**config.mk**
```make
export PLATFORM = sky130hd
export DESIGN_NAME = vram_term_writer_flat
export DESIGN_NICKNAME = d
export VERILOG_FILES = /design/src/rtl/vram_term_writer_if.sv /design/src/rtl/vram_term_writer.sv /design/src/flat_wrapper.sv
export SDC_FILE = /design/constraint.sdc
export NUM_CORES = 1
export LEC_CHECK = 0
export BUFFER_PORTS_ARGS = -buffer_cell sky130_fd_sc_hd__clkbuf_2
export CORE_MARGIN = 2
export CORE_UTILIZATION = 55
export DETAILED_ROUTE_END_ITERATION = 10
export HOLD_SLACK_MARGIN = 0.05
export PLACE_DENSITY = 0.83
export SYNTH_ARGS = -nofsm -noshare
export SYNTH_HDL_FRONTEND = slang
export SYNTH_SLANG_ARGS = --single-unit
```
**constraint.sdc**
```tcl
create_clock -name clk -period 3.1 [get_ports clk]
set_input_delay 0.31 -clock clk [delete_from_list [all_inputs] [get_ports clk]]
set_output_delay 0.31 -clock clk [all_outputs]
set_load 0.05 [all_outputs]
```
**src/rtl/vram_term_writer_if.sv**
```systemverilog
// ---------------------------------------------------------------------------
// vram_term_writer_if
// Groups the byte-stream handshake, the video-RAM write/read port and the
// cursor/status outputs of the character-terminal writer.
//
// Signals:
//   in_valid   host -> writer  byte on in_data is valid
//   in_data    host -> writer  character or control byte
//   in_ready   writer -> host  byte is accepted when in_valid && in_ready
//   vram_addr  writer -> RAM   {row[3:0], col[5:0]}
//   vram_din   writer -> RAM   write data
//   vram_we    writer -> RAM   write strobe
//   vram_dout  RAM -> writer   read data, one clk after the address
//   cursor_col writer -> host  current cursor column
//   cursor_row writer -> host  current cursor row
//   busy       writer -> host  clear or scroll in progress
//
// Modports:
//   master  the host/RAM side (drives the byte stream and the RAM read data)
//   slave   the writer itself
// ---------------------------------------------------------------------------
interface vram_term_writer_if;
  logic       in_valid;
  logic [7:0] in_data;
  logic       in_ready;
  logic [9:0] vram_addr;
  logic [7:0] vram_din;
  logic       vram_we;
  logic [7:0] vram_dout;
  logic [5:0] cursor_col;
  logic [3:0] cursor_row;
  logic       busy;

  modport master (
    output in_valid, in_data, vram_dout,
    input  in_ready, vram_addr, vram_din, vram_we, cursor_col, cursor_row, busy
  );

  modport slave (
    input  in_valid, in_data, vram_dout,
    output in_ready, vram_addr, vram_din, vram_we, cursor_col, cursor_row, busy
  );
endinterface

```
**src/rtl/vram_term_writer.sv**
```systemverilog
// ---------------------------------------------------------------------------
// vram_term_writer
// Character-terminal writer for a 64x16 text video RAM (1 KB). Bytes arrive
// over a valid/ready handshake and are written at a hardware cursor. Handles
// carriage return (newline), backspace, clear screen and end-of-screen
// scrolling. Drives the write side of the RAM; RAM address is {row, col}.
//
// Ports:
//   clk    system clock, rising edge
//   reset  asynchronous, active-high
//   bus    vram_term_writer_if.slave (handshake, RAM port, cursor, busy)
//
// Build option:
//   VRAM_TERM_SCROLL_EN  defined   : newline at row 15 scrolls rows 1..15
//                                    up by one and blanks row 15.
//                        undefined : newline at row 15 wraps to row 0 and
//                                    blanks row 0 (no scroll states).
// ---------------------------------------------------------------------------
module vram_term_writer #(
  parameter logic [7:0] BLANK_CHAR = 8'h20,
  parameter logic [7:0] CLR_CHAR   = 8'h0C,
  parameter logic [7:0] CR_CHAR    = 8'h0D,
  parameter logic [7:0] BS_CHAR    = 8'h08
) (
  input logic               clk,
  input logic               reset,
  vram_term_writer_if.slave bus
);

  typedef enum logic [2:0] {
    IDLE      = 3'd0,
    PUT       = 3'd1,
`ifdef VRAM_TERM_SCROLL_EN
    SCROLL_RD = 3'd2,
    SCROLL_WR = 3'd3,
`endif
    FILL_ROW  = 3'd4,
    CLEAR_ALL = 3'd5
  } state_t;

  state_t     state_reg;
  logic       in_ready_reg;
  logic [9:0] addr_reg;
  logic [7:0] din_reg;
  logic       we_reg;
  logic [5:0] col_reg;
  logic [3:0] row_reg;
  logic       busy_reg;
  logic       put_adv_reg;   // PUT advances the cursor (0 for backspace blank)

  logic accept;
  assign accept = bus.in_valid && in_ready_reg;

  // Next values for the newline path (column handling is done by the caller).
  // Shared by CR in IDLE and by the column-63 wrap in PUT.
  state_t     nl_state;
  logic [3:0] nl_row;
  logic [9:0] nl_addr;
  logic       nl_we;
  logic [7:0] nl_din;
  logic       nl_busy;

  always_comb begin
    nl_state = IDLE;
    nl_row   = row_reg + 4'd1;
    nl_addr  = addr_reg;
    nl_we    = 1'b0;
    nl_din   = din_reg;
    nl_busy  = 1'b0;
    if (row_reg == 4'd15) begin
`ifdef VRAM_TERM_SCROLL_EN
      // Scroll: first read source is the start of row 1; cursor stays on row 15.
      nl_state = SCROLL_RD;
      nl_row   = row_reg;
      nl_addr  = 10'd64;
      nl_we    = 1'b0;
      nl_busy  = 1'b1;
`else
      // Wrap to the top and blank the destination row.
      nl_state = FILL_ROW;
      nl_row   = 4'd0;
      nl_addr  = 10'd0;
      nl_we    = 1'b1;
      nl_din   = BLANK_CHAR;
      nl_busy  = 1'b1;
`endif
    end
  end

  always_ff @(posedge clk or posedge reset) begin
    if (reset) begin
      state_reg    <= IDLE;
      in_ready_reg <= 1'b0;
      addr_reg     <= 10'd0;
      din_reg      <= 8'd0;
      we_reg       <= 1'b0;
      col_reg      <= 6'd0;
      row_reg      <= 4'd0;
      busy_reg     <= 1'b0;
      put_adv_reg  <= 1'b0;
    end else begin
      // Ready is a one-cycle-late image of IDLE, dropped on the accepting edge
      // so that a second byte can never be taken while leaving IDLE.
      in_ready_reg <= (state_reg == IDLE) && !accept;

      case (state_reg)
        IDLE: begin
          if (accept) begin
            if (bus.in_data == CLR_CHAR) begin
              state_reg <= CLEAR_ALL;
              addr_reg  <= 10'd0;
              din_reg   <= BLANK_CHAR;
              we_reg    <= 1'b1;
              busy_reg  <= 1'b1;
            end else if (bus.in_data == CR_CHAR) begin
              col_reg   <= 6'd0;
              state_reg <= nl_state;
              row_reg   <= nl_row;
              addr_reg  <= nl_addr;
              we_reg    <= nl_we;
              din_reg   <= nl_din;
              busy_reg  <= nl_busy;
            end else if (bus.in_data == BS_CHAR) begin
              // Backspace at column 0 is a no-op (no move to previous row).
              if (col_reg != 6'd0) begin
                col_reg     <= col_reg - 6'd1;
                addr_reg    <= {row_reg, col_reg - 6'd1};
                din_reg     <= BLANK_CHAR;
                we_reg      <= 1'b1;
                put_adv_reg <= 1'b0;
                state_reg   <= PUT;
              end
            end else begin
              addr_reg    <= {row_reg, col_reg};
              din_reg     <= bus.in_data;
              we_reg      <= 1'b1;
              put_adv_reg <= 1'b1;
              state_reg   <= PUT;
            end
          end
        end

        PUT: begin
          we_reg    <= 1'b0;
          state_reg <= IDLE;
          if (put_adv_reg) begin
            if (col_reg != 6'd63) begin
              col_reg <= col_reg + 6'd1;
            end else begin
              col_reg   <= 6'd0;
              state_reg <= nl_state;
              row_reg   <= nl_row;
              addr_reg  <= nl_addr;
              we_reg    <= nl_we;
              din_reg   <= nl_din;
              busy_reg  <= nl_busy;
            end
          end
        end

`ifdef VRAM_TERM_SCROLL_EN
        // addr_reg holds src in SCROLL_RD and src-64 in SCROLL_WR, so no
        // separate source counter is needed.
        SCROLL_RD: begin
          addr_reg  <= addr_reg - 10'd64;
          we_reg    <= 1'b1;
          state_reg <= SCROLL_WR;
        end

        SCROLL_WR: begin
          if (addr_reg == 10'd959) begin
            // src = 1023 just copied; blank the last row.
            state_reg <= FILL_ROW;
            addr_reg  <= 10'd960;
            din_reg   <= BLANK_CHAR;
            we_reg    <= 1'b1;
          end else begin
            addr_reg  <= addr_reg + 10'd65;
            we_reg    <= 1'b0;
            state_reg <= SCROLL_RD;
          end
        end
`endif

        FILL_ROW: begin
          if (addr_reg[5:0] == 6'd63) begin
            we_reg    <= 1'b0;
            busy_reg  <= 1'b0;
            state_reg <= IDLE;
          end else begin
            addr_reg <= addr_reg + 10'd1;
          end
        end

        CLEAR_ALL: begin
          if (addr_reg == 10'd1023) begin
            we_reg    <= 1'b0;
            busy_reg  <= 1'b0;
            col_reg   <= 6'd0;
            row_reg   <= 4'd0;
            state_reg <= IDLE;
          end else begin
            addr_reg <= addr_reg + 10'd1;
          end
        end

        default: begin
          we_reg    <= 1'b0;
          busy_reg  <= 1'b0;
          state_reg <= IDLE;
        end
      endcase
    end
  end

  assign bus.in_ready   = in_ready_reg;
  assign bus.vram_addr  = addr_reg;
  assign bus.vram_we    = we_reg;
  assign bus.cursor_col = col_reg;
  assign bus.cursor_row = row_reg;
  assign bus.busy       = busy_reg;

`ifdef VRAM_TERM_SCROLL_EN
  // During the copy the RAM read data is written straight back one row up;
  // it only becomes valid in the SCROLL_WR cycle, so it cannot be registered.
  assign bus.vram_din = (state_reg == SCROLL_WR) ? bus.vram_dout : din_reg;
`else
  assign bus.vram_din = din_reg;
  logic unused_dout;
  assign unused_dout = ^bus.vram_dout;
`endif

endmodule
```
**src/flat_wrapper.sv**
```systemverilog
// flat-port wrapper written by rule: the top's interface ports become plain ports
module vram_term_writer_flat 
#(
  parameter logic [7:0] BLANK_CHAR = 8'h20,
  parameter logic [7:0] CLR_CHAR   = 8'h0C,
  parameter logic [7:0] CR_CHAR    = 8'h0D,
  parameter logic [7:0] BS_CHAR    = 8'h08
)
  (clk, reset, bus_in_valid, bus_in_data, bus_vram_dout, bus_in_ready, bus_vram_addr, bus_vram_din, bus_vram_we, bus_cursor_col, bus_cursor_row, bus_busy);
  vram_term_writer_if bus_i ();
  input logic clk;
  input logic reset;
  input wire logic [$bits(bus_i.in_valid)-1:0] bus_in_valid;
  input wire logic [$bits(bus_i.in_data)-1:0] bus_in_data;
  input wire logic [$bits(bus_i.vram_dout)-1:0] bus_vram_dout;
  output wire logic [$bits(bus_i.in_ready)-1:0] bus_in_ready;
  output wire logic [$bits(bus_i.vram_addr)-1:0] bus_vram_addr;
  output wire logic [$bits(bus_i.vram_din)-1:0] bus_vram_din;
  output wire logic [$bits(bus_i.vram_we)-1:0] bus_vram_we;
  output wire logic [$bits(bus_i.cursor_col)-1:0] bus_cursor_col;
  output wire logic [$bits(bus_i.cursor_row)-1:0] bus_cursor_row;
  output wire logic [$bits(bus_i.busy)-1:0] bus_busy;
  assign bus_i.in_valid = bus_in_valid;
  assign bus_i.in_data = bus_in_data;
  assign bus_i.vram_dout = bus_vram_dout;
  assign bus_in_ready = bus_i.in_ready;
  assign bus_vram_addr = bus_i.vram_addr;
  assign bus_vram_din = bus_i.vram_din;
  assign bus_vram_we = bus_i.vram_we;
  assign bus_cursor_col = bus_i.cursor_col;
  assign bus_cursor_row = bus_i.cursor_row;
  assign bus_busy = bus_i.busy;
  vram_term_writer #(.BLANK_CHAR(BLANK_CHAR), .CLR_CHAR(CLR_CHAR), .CR_CHAR(CR_CHAR), .BS_CHAR(BS_CHAR)) u_core (.clk(clk), .reset(reset), .bus(bus_i));
endmodule
```
Word-level counts from Yosys, hierarchy flattened
Cells that the tools add are included.

Magnitude comparators: 0. Equal/unequal tests: 24. Divide/modulo/power cells: 0. Bitwise logic cells: 2. Muxes and demuxes: 67. Reduce and logical (&&, ||, !) cells: 15. Add/subtract/negate cells: 4. Multiply operators: 0. Shift-type cells: 0.

Operators with widths (number): 2-to-1 mux 10 bit (10); 2-to-1 mux 8 bit (8); 2-to-1 mux 6 bit (8); one-hot mux 10 bit (4 select lines) (1); 2-to-1 mux 3 bit (10); 2-to-1 mux 4 bit (7); == test 8 x 4 -> 1 bit, second input constant (3); AND reduction 7 bit (3); one-hot mux 6 bit (3 select lines) (1); 2-to-1 mux 1 bit (17); one-hot mux 8 bit (2 select lines) (1); != test 2 bit, second input constant (6); one-hot mux 3 bit (4 select lines) (1); one-hot mux 4 bit (3 select lines) (1); adder 10 x 1 -> 10 bit, second input constant (1); == test 10 bit, second input constant (1); AND reduction 5 bit (2); != test 3 bit, second input constant (3); != test 2 x 1 -> 1 bit, second input constant (4); one-hot mux 1 bit (4 select lines) (2); adder 6 x 1 -> 6 bit, second input constant (1); == test 3 bit, second input constant (2); == test 6 bit, second input constant (1); != test 6 bit, second input constant (1); other kinds (15) (17).

Input port bits: 19. Bits in latches: 0. Output and inout bits: 31. Memory bits (writable): 0. Word-level logic and storage cells: 121. Memories kept: 0. Bits in registers: 35. Memory bits (read-only): 0.

Depth between registers and ports, before layout
Gate-level depths: netlist of run 1.

Depth after elaboration: 7. Depth in mapped cells: 10. Mapped depth without buffers: 8.

Worst setup path before layout of run 1
OpenSTA, ideal clock, no wires.

Path type: reg2reg. Start: register u_core.col_reg[1] (netlist: u_core.bus.cursor_col[1]). End: register u_core.row_reg[2] (netlist: u_core.bus.cursor_row[2]). Cell stages (with the launch flop): 9. Setup time: 0.069 ns. Data arrival time: 2.585 ns. Required time: 3.031 ns. Clock period less this slack: 2.654 ns. Buffers on the path: 1. Setup slack: 0.446 ns. Cell sequence: dfrtp_1 > ha_1 > and3_4 > nand4_4 > a21o_4 > or3_1 > buf_2 > or4b_1 > nand3_1.

Cells in the longest elaborated chain, start to end: 3.

Ends and longest elaborated chain: from (decl) (line vram_term_writer.sv:46) `logic [5:0] col_reg;`; from (signal assigned) (line vram_term_writer.sv:126) `col_reg <= col_reg - 6'd1;`; from (signal assigned) (line vram_term_writer.sv:148) `col_reg <= col_reg + 6'd1;`; != test 6 bit (line vram_term_writer.sv:147) `if (col_reg != 6'd63) begin`; != test 2 bit (no line); AND reduction 7 bit (no line); to (signal assigned) (line vram_term_writer.sv:118) `row_reg <= nl_row;`; to (signal assigned) (line vram_term_writer.sv:152) `row_reg <= nl_row;`; to (decl) (line vram_term_writer.sv:47) `logic [3:0] row_reg;`.

No other way between the ends. A chain may end at the register's enable or synchronous reset.

Worst setup path after layout of run 1
Start: register u_core.col_reg[0] (netlist: u_core.bus.cursor_col[0]). End: register u_core.din_reg[5] (netlist: u_core.bus.vram_din[5]).

Cells in the longest elaborated chain, start to end: 3. Elaborated cells on any way between the ends: 5. Classes of those cells: eq/ne (3); reduce/logical (2).

Ends and longest elaborated chain: nonzero test 6 bit / != test 6 bit (equally long branches) (line vram_term_writer.sv:125, vram_term_writer.sv:147); != test 5 bit (no line) / != test 2 bit (equally long branches); AND reduction 5 bit (no line) (*); to (signal assigned) (line vram_term_writer.sv:121) `din_reg <= nl_din;`; to (signal assigned) (line vram_term_writer.sv:135) `din_reg <= bus.in_data;`; to (signal assigned) (line vram_term_writer.sv:155) `din_reg <= nl_din;`; to (decl) (line vram_term_writer.sv:44) `logic [7:0] din_reg;`.

Every way passes the cells marked *; elsewhere a longest branch is shown, timed or not.

==> results by group, run 1 <==
Logic synthesis
  – Synthesized cell area: 2457 um^2
  – Post-synth cell types: between 50 and 60
  – Most frequent cell after synthesis: dfrtp_1
  – YS warnings: 0
  – Number of flops mapped to enable cells by yosys: 0
  – Mapped Cells: 300
  – Syn nets: 328
  – Top post-synthesis cells by count: 34 x dfrtp_1, 32 x nand2_1, 29 x nor2_1
  – Sequential area share after synthesis: roughly a third
  – Top cell type's share of synthesized area: 34.62%
  – Post-synth top flop: dfrtp_1
  – Mean Syn Cell Area: 8.191 um^2
  – Post-synthesis async set-or-reset flop share: 100.0%
  – Leading area contributor after synthesis: dfrtp_1
  – Synth top area cells: dfrtp_1 35%, nand2_1 4.9%, ha_1 4.6%
  – Register bit total from synthesis: 34

Drt
  – WL/cell: roughly 16 um
  – Via count: around 2400
  – # DRC: 0
  – Initial DRT Pass Iterations: 4
  – DRT Wirelength: roughly 6000 um
  – Iteration-0 DRC Markers: about 190
  – Drt via density: approximately 6.3
  – Routed Antenna Nets: 0

Clock network
  – Number of H-tree levels: 2
  – Post_cts resized: 0
  – CTS Buf Count: 5
  – TritonCTS clock tree: yes
  – Maximum clock path buffer count: 2
  – Clk_lat worst skew: about 300 ps
  – Hold_buf cts: 0
  – Root Buffer: clkbuf_8
  – # clock sinks: 34
  – Worst-path clk slew: approximately 70 ps
  – Postcts setup bufs: 0

Die
  – Core Area: ~4300 um^2
  – Die area: around 5000 um^2
  – # rows: 24
  – Die Height: about 71 um
  – Die W: about 71 um
  – Ports: 50
  – Initial Utilization: between 50 and 60%

Cells and area
  – Max reg flops: 10
  – Area Growth Syn to Fin: 10.44%
  – Layout Utilization: between 60 and 70%
  – Layout cells sized above 1: between 10% and 20%
  – Antenna cell count: 0
  – Final non-filler cell total: between 300 and 400
  – Nets: between 300 and 400

Global routing
  – Gr usage total: between 20% and 30%
  – Largest net degree at the start of global routing: 35
  – Vias in the first global route: approximately 2200
  – First-pass GRT wire length: approximately 10000 um
  – Initial antenna violation count: 0
  – Grt ovf: 0

STA
  – RSZ-0062 raised after global routing: no
  – Slew Limit Fails: 0
  – Fin Setup TNS: 0 ps
  – Final setup violation count: 0
  – Final Skew: about 10 ps
  – Worst-Margin Slew: about 710 ps
  – Minimum hold slack: roughly 76 ps
  – Relative slew slack: between 50% and 60%
  – Max Clk Rate: between 0.3 and 0.4 GHz
  – Final Hold Vio Count: 0
  – Min Tclk post-route: around 2700 ps
  – Fin worst setup slack: between 400 and 500 ps
  – Final Cycle Share: a little under nine tenths

Power and ir drop
  – Power density over cell area: around 1100 nW/um^2
  – Peak VDD IR: between 0.5 and 0.6 mV
  – Total leakage power: 0.001186 uW

Critical path
  – Crit. End Element: flip-flop
  – CP required: 3250 ps
  – CP Launch Type: flip-flop
  – Critical path class: flip-flop to flip-flop
  – Critical path data arrival time: ~2800 ps
  – CP peak stage delay: between 500 and 600 ps
  – Crit-path slowest cell: or4b_1
  – Critical Path, Cell by Cell: inv_1 -> ha_1 -> or4b_1 -> nor2_1 -> and3_1 -> nor3_1 -> o21ai_1 -> a22oi_1
  – Critical Path Fanout Max: 8

Placed design
  – # port buffers: a little over 40
  – Place WS: between 400 and 500 ps
  – Placed insts: around 380
  – Gpl congestion: 0.8942
  – Dpl hpwl: ~4500 um

Min path
  – Hold crit path type: input port to asynchronous set/reset pin

Outcome
  – Run status: finished, final reports clean

Job
  – Maxcap violations: 0
-- cell families (layout without fill, tap and decap cells) --
family	count (synthesis)	in the layout	share of synthesized area, %
muxes	4	4	1.833
and+or+nand+nor	130	130	28.05
AOI/OAI and AO/OA	90	90	24.39
buffers and inverters	31	61	5.804
xor gates and xnor gates	2	2	0.7130
adders and majority gates	9	9	4.583
DFF	34	34	34.62
-- report_power, final --
group | total (uW) | switching (uW) | internal [uW]
clock | 317 | 162 | 155
sequential | 897 | 260 | 638
combinational | 1890 | 1330 | 566
total | 3110 | 1750 | 1360
-- layer usage --
layer  part of all wire (%)  vias up  GRT usage (%)
li1                       -     1173              -
met1                     46     1129          34.58
met2                     46      104          39.56
met3                    6.8       13          5.840
met4                    2.1        0          9.015
met5                      0        -              0
-- worst max-delay path: cells and delay by family (launching register included) --
family	cells	cell delay [ps]
and+or+nand+nor	4	1280
DFF	1	430
AOI/OAI and AO/OA	2	410
adders and majority gates	1	280
buffers and inverters	1	130
-- final cells by class --
| cell class | instances | area (um^2) |
|---|---|---|
| Timing Repair Buffer | 42 | 212.7 |
| Sequential cell | 34 | 850.8 |
| Inverter | 12 | 45.04 |
| Fill cell | 395 | 1610 |
| Multi-Input combinational cell | 235 | 1464 |
| Clock buffer | 7 | 76.32 |
| Tap cell | 52 | 65.06 |
-- through the flow --
step                      power, uW  cell area (um^2)
final                          3107              2714
after global routing           3310              2714
after CTS                      3100              2714
after detailed placement       2779              2638
after global placement         2735              2638
after floorplan                2384              2457
-- placed cells by master, fill, tap and decap left out, types with 2 or more instances in the layout --
cell type  instances
inv_1             12
o31ai_1            5
or2_2              4
or3_1              4
or4b_1             2
nor4_2             2
o2bb2ai_1          7
ha_1               9
a22oi_1            7
o22a_1             3
nor3b_1            2
o22ai_1            4
clkbuf_8           5
a211oi_1           3
nand3_1           11
and2_1             4
clkbuf_1           2
nor4_1             5
and3_1             6
o21ai_1            4
a21oi_1           17
a21o_1             4
nand2_1           32
o21ai_0           18
nor2_1            29
mux2_2             4
a31oi_1            5
nand2b_1           3
clkbuf_2          41
a311oi_1           2
dfrtp_1           34
a22o_1             5
nand4_1            3
nor3_1            15
-- path summary, 6_finish.rpt --
check                      slack, ps  depth (start not counted)                  endpoint                startpoint
max                              420                          8    u_core.bus.vram_din[5]  u_core.bus.cursor_col[0]
min in group clk                 290                          2    u_core.bus.vram_din[4]            bus_in_data[4]
max in group asynchronous       2720                          3  u_core.bus.cursor_row[1]                     reset
min                               80                          3  u_core.bus.cursor_row[2]                     reset
min reg2reg                      510                          1    u_core.bus.vram_din[7]    u_core.bus.vram_din[7]
max reg2reg                      420                          8    u_core.bus.vram_din[5]  u_core.bus.cursor_col[0]
No activity file was read; power rests on OpenSTA's default activity.
==> run 2: changes to the inputs <==
Settings changed: CORE_UTILIZATION 55 to 39, PLACE_DENSITY 0.83 to 0.63, SKIP_CTS_REPAIR_TIMING set to 1.
==> results by group, run 2 (same netlist as run 1, synthesis figures left out) <==
STA
  – RSZ-0062 raised after global routing: no
  – Final Skew: 4.920 ps (-5.219 ps)
  – Fin Setup TNS: 0 ps (unchanged)
  – Slew Limit Fails: 0 (unchanged)
  – Max Clk Rate: 0.3750 GHz (+0.42%)
  – Final Cycle Share: 86.02% (-0.36 points)
  – Worst-Margin Slew: 728.6 ps (+22.58 ps)
  – Relative slew slack: 51.37% (-1.2 points)
  – Final setup violation count: 0 (unchanged)
  – Final Hold Vio Count: 0 (unchanged)
  – Fin worst setup slack: 433.4 ps (+11.10 ps)
  – Min Tclk post-route: 2667 ps (-11.10 ps)
  – Minimum hold slack: 115.7 ps (+40.08 ps)

Cells and area
  – Layout cells sized above 1: 19.64% (+0.85 points)
  – Sequential Area: 850.8 um^2 (unchanged)
  – Max reg flops: 10 (unchanged)
  – Commonest non-fill, non-tap cells in the layout: 41 x clkbuf_2, 34 x dfrtp_1, 32 x nand2_1
  – Area Growth Syn to Fin: 12.47%
  – Antenna cell count: 0 (unchanged)
  – Fillers: 618 (+56%)
  – Most common cell after layout, fill and taps aside: clkbuf_2
  – Multi-input gate area: 1464 um^2 (unchanged)
  – Nets: 360 (+0.56%)

Clock network
  – Worst-path clk slew: 70 ps (about the same)
  – # clock sinks: 34 (unchanged)
  – Root Buffer: clkbuf_8
  – Number of H-tree levels: 2 (unchanged)
  – CTS Buf Count: 5 (unchanged)
  – TritonCTS clock tree: yes
  – Maximum clock path buffer count: 2 (unchanged)
  – Clk_lat worst skew: 290 ps (about the same)

Placed design
  – Dpl hpwl: 4859 um (+6.8%)
  – Gpl congestion: 0.9092 (+1.7%)
  – # port buffers: 41 (unchanged)
  – Place WS: 456.8 ps (+3.048 ps)

Power and ir drop
  – Total leakage power: 0.001202 uW (+1.3%)
  – Power density over cell area: 1130 nW/um^2 (-1.3%)
  – Peak VDD IR: 0.6057 mV (+3.7%)

Drt
  – # DRC: 0 (unchanged)
  – Drt via density: 5.842 (-7.7%)
  – DRT Wirelength: 6565 um (+6.9%)
  – WL/cell: 16.17 um (+0.55%)
  – Via count: 2372 (-1.9%)
  – Initial DRT Pass Iterations: 4 (unchanged)
  – Routed Antenna Nets: 0 (unchanged)
  – Iteration-0 DRC Markers: 122 (-34%)

Critical path
  – Setup slack, reg-to-reg: 430 ps (about the same)
  – Critical path data arrival time: 2800 ps (-30 ps)
  – R2R Path Start: u_core.bus.cursor_col[0]
  – Crit-path slowest cell: or4b_1
  – Crit. End Element: flip-flop
  – CP Launch Type: flip-flop
  – CP peak stage delay: 530 ps (about the same)
  – R2R cell count: 8 (unchanged)
  – Critical Path, Cell by Cell: inv_1 -> ha_1 -> or4b_1 -> nor2_1 -> and3_1 -> nor3_1 -> o21ai_1 -> a22oi_1
  – Critical Path Fanout Max: 8 (unchanged)
  – Critical path class: flip-flop to flip-flop
  – CP required: 3240 ps (about the same)
  – FF-to-FF End: u_core.bus.vram_din[5]

Outcome
  – Run status: finished, final reports clean

Global routing
  – First-pass GRT wire length: 11110 um (+9.3%)
  – Vias in the first global route: 2260 (+3.2%)
  – Gr usage total: 19.49% (-5.8 points)
  – Grt ovf: 0 (unchanged)
  – Largest net degree at the start of global routing: 19 (-46%)
  – Initial antenna violation count: 0 (unchanged)

Die
  – Ports: 50 (unchanged)
  – Die W: 83.38 um (+18%)
  – Die area: 6952 um^2 (+39%)
  – Die Height: 83.38 um (+18%)
  – # rows: 28 (+17%)
  – Core Area: 5991 um^2 (+39%)
  – Initial Utilization: 41.02% (-16 points)

Min path
  – Hold crit path type: input port to asynchronous set/reset pin

Job
  – Maxcap violations: 0 (unchanged)
-- run 2: cell count changes in the layout (fill, tap and decap cells not counted), sizes merged --
cell    change
buf         +2
clkbuf      -1
-- run 2: where the power goes --
part | internal (uW) | total [uW] | switching (uW)
Sequential | 637 | 903 | 266
Combinational | 566 | 1890 | 1330
Clock | 171 | 328 | 157
Total | 1370 | 3120 | 1750
-- run 2: layout make-up --
type                            count  share of cell area (%)
Clock buffer                        6                   2.988
Multi-Input combinational cell    235                   52.97
Tap cell                           75                   3.395
Sequential cell                    34                   30.78
Timing Repair Buffer               44                   8.239
Inverter                           12                   1.630
-- run 2: worst max-delay path by stage --
stage | start | cells past startpoint | end
final | u_core.bus.cursor_col[0] | 8 | u_core.bus.vram_din[5]
after global placement | u_core.bus.cursor_col[0] | 8 | u_core.bus.vram_din[5]
after floorplan | u_core.bus.cursor_col[1] | 8 | u_core.bus.cursor_row[2]
after detailed placement | u_core.bus.cursor_col[0] | 8 | u_core.bus.vram_din[5]
after global routing | u_core.bus.cursor_col[0] | 8 | u_core.bus.vram_din[5]
after CTS | u_core.bus.cursor_col[0] | 8 | u_core.bus.vram_din[5]
-- run 2: metal layers --
| layer | GRT usage (%) | vias to the layer above | routed length, um |
|---|---|---|---|
| met5 | 0 | - | 0 |
| met4 | 5.365 | 0 | 71 |
| met3 | 3.479 | 7 | 367 |
| met2 | 30.43 | 73 | 2942 |
| met1 | 27.68 | 1120 | 3183 |
| li1 | - | 1172 | - |
-- run 2: critical path: cells and delay by family, from the launching register on --
kind,cells,cell delay [ps]
and+or+nand+nor,4,1280
AOI/OAI and AO/OA,2,430
DFF,1,420
adders and majority gates,1,270
buffers and inverters,1,120
-- run 2: stage by stage --
step | instances | cell area, um^2 | power [uW] | util [%]
floorplan | 300 | 2457 | 2384 | -
global placement | 400 | 2681 | 2771 | 44.76
detailed placement | 400 | 2681 | 2792 | 44.76
CTS | 406 | 2764 | 3134 | 46.14
global route | 406 | 2764 | 3354 | 46.14
finish | 406 | 2764 | 3124 | 46.14
==> run 3: changes to the inputs <==
Settings changed: CORE_MARGIN 2 to 1.
==> results by group, run 3 (same netlist as run 1, synthesis figures left out) <==
Outcome
  – Run status: finished, final reports clean

Global routing
  – Largest net degree at the start of global routing: 19 (unchanged)
  – Gr usage total: 21.51% (+2.0 points)
  – Initial antenna violation count: 0 (unchanged)
  – Grt ovf: 0 (unchanged)
  – First-pass GRT wire length: 10920 um (-1.7%)
  – Vias in the first global route: 2200 (-2.7%)

Cells and area
  – Area Growth Syn to Fin: 13.90%
  – Max reg flops: 10 (unchanged)
  – Antenna cell count: 0 (unchanged)
  – Commonest non-fill, non-tap cells in the layout: 41 x clkbuf_2, 34 x dfrtp_1, 32 x nand2_1
  – Nets: 361 (+0.28%)
  – Layout cells sized above 1: 20.36% (+0.72 points)
  – Fillers: 584 (-5.5%)
  – Layout Utilization: 46.72% (+0.58 points)
  – Most common cell after layout, fill and taps aside: clkbuf_2

Die
  – # rows: 28 (unchanged)
  – Ports: 50 (unchanged)
  – Initial Utilization: 41.02% (unchanged)
  – Die Height: 81.38 um (-2.4%)
  – Die area: 6623 um^2 (-4.7%)
  – Die W: 81.38 um (-2.4%)
  – Core Area: 5991 um^2 (unchanged)

STA
  – Worst-Margin Slew: 711.4 ps (-17.16 ps)
  – Final Cycle Share: 87.01% (+0.99 points)
  – Relative slew slack: 52.52% (+1.1 points)
  – RSZ-0062 raised after global routing: no
  – Final setup violation count: 0 (unchanged)
  – Slew Limit Fails: 0 (unchanged)
  – Fin Setup TNS: 0 ps (unchanged)
  – Final Skew: 3.718 ps (-1.203 ps)
  – Final Hold Vio Count: 0 (unchanged)
  – Max Clk Rate: 0.3707 GHz (-1.1%)
  – Min Tclk post-route: 2697 ps (+30.83 ps)

Clock network
  – Maximum clock path buffer count: 2 (unchanged)
  – Number of H-tree levels: 2 (unchanged)
  – Clk_lat worst skew: 280 ps (about the same)
  – CTS Buf Count: 5 (unchanged)
  – # clock sinks: 34 (unchanged)
  – Root Buffer: clkbuf_8
  – TritonCTS clock tree: yes
  – Worst-path clk slew: 70 ps (about the same)

Power and ir drop
  – Peak VDD IR: 0.5410 mV (-11%)
  – Power density over cell area: 1135 nW/um^2 (+0.40%)
  – Total leakage power: 0.001220 uW (+1.5%)

Critical path
  – Critical path data arrival time: 2840 ps (+40 ps)
  – Crit-path slowest cell: or4b_1
  – CP peak stage delay: 530 ps (about the same)
  – Critical path class: flip-flop to flip-flop
  – Critical Path Fanout Max: 8 (unchanged)
  – Critical Path, Cell by Cell: inv_1 -> ha_1 -> or4b_1 -> nor2_1 -> and3_1 -> nor3_1 -> o21ai_1 -> a22oi_1
  – CP required: 3240 ps (about the same)
  – Crit. End Element: flip-flop
  – CP Launch Type: flip-flop

Placed design
  – # port buffers: 41 (unchanged)
  – Gpl congestion: 0.9207 (+1.3%)
  – Dpl hpwl: 4843 um (-0.32%)

Drt
  – Routed Antenna Nets: 0 (unchanged)
  – Via count: 2385 (+0.55%)
  – Iteration-0 DRC Markers: 157 (+29%)
  – DRT Wirelength: 6518 um (-0.72%)
  – WL/cell: 15.94 um (-1.4%)
  – Initial DRT Pass Iterations: 4 (unchanged)
  – # DRC: 0 (unchanged)
  – Drt via density: 5.831 (-0.19%)

Job
  – Maxcap violations: 0 (unchanged)

Min path
  – Hold crit path type: input port to asynchronous set/reset pin
## run 3: power by group
part | internal (uW) | total [uW] | switching (uW) | leakage (uW)
Sequential | 638 | 882 | 244 | 0.000416
Clock | 224 | 383 | 159 | 0.0000575
Combinational | 572 | 1910 | 1340 | 0.000747
Total | 1430 | 3180 | 1740 | 0.00122
## run 3: worst max-delay path: cells and delay by family, from the launching register on
kind | cells | cell delay (ps)
adder cells (fa/ha/maj) | 1 | 280
flip-flops | 1 | 420
AO/OA/AOI/OAI | 2 | 420
AND/OR/NAND/NOR | 4 | 1320
buffers and inverters | 1 | 130
## run 3: layout make-up
type	count	area (um^2)	share of cell area, %
Sequential cell	34	850.8	30.40
Inverter	12	45.04	1.609
Tap cell	75	93.84	3.353
Timing Repair Buffer	45	235.2	8.404
Clock buffer	8	110.1	3.934
Multi-Input combinational cell	235	1464	52.30
## run 3: routing by layer
layer	part of all wire [%]	global-route usage, %	vias up
met3	4.9	4.270	8
li1	-	-	1172
met5	0	0	-
met2	46	34.17	91
met1	48	29.88	1114
met4	1.1	4.821	0
## run 3: worst paths after layout
path | from | to | slack, ps | cells after the start
min reg2reg | u_core.bus.vram_din[4] | u_core.bus.vram_din[4] | 500 | 1
min | reset | u_core.bus.vram_we | 110 | 2
min in group clk | bus_in_data[4] | u_core.bus.vram_din[4] | 300 | 2
max | u_core.bus.cursor_col[0] | u_core.bus.vram_din[5] | 400 | 8
max in group asynchronous | reset | u_core.bus.cursor_col[1] | 2280 | 3
max reg2reg | u_core.bus.cursor_col[0] | u_core.bus.vram_din[5] | 400 | 8
## run 3: metrics by stage
step | cell area (um^2) | hold WS (ps) | instances | total power, uW | worst slack, ps
2_1_floorplan | 2457 | 450.2 | 300 | 2384 | 445.9
3_3_place_gp | 2689 | 448.5 | 401 | 2777 | 450.7
3_5_place_dp | 2689 | 452.6 | 401 | 2798 | 428.5
4_1_cts | 2799 | 134.4 | 409 | 3196 | 417.5
5_1_grt | 2799 | 186.8 | 409 | 3422 | 202.1
6_report | 2799 | 108.0 | 409 | 3176 | 402.6
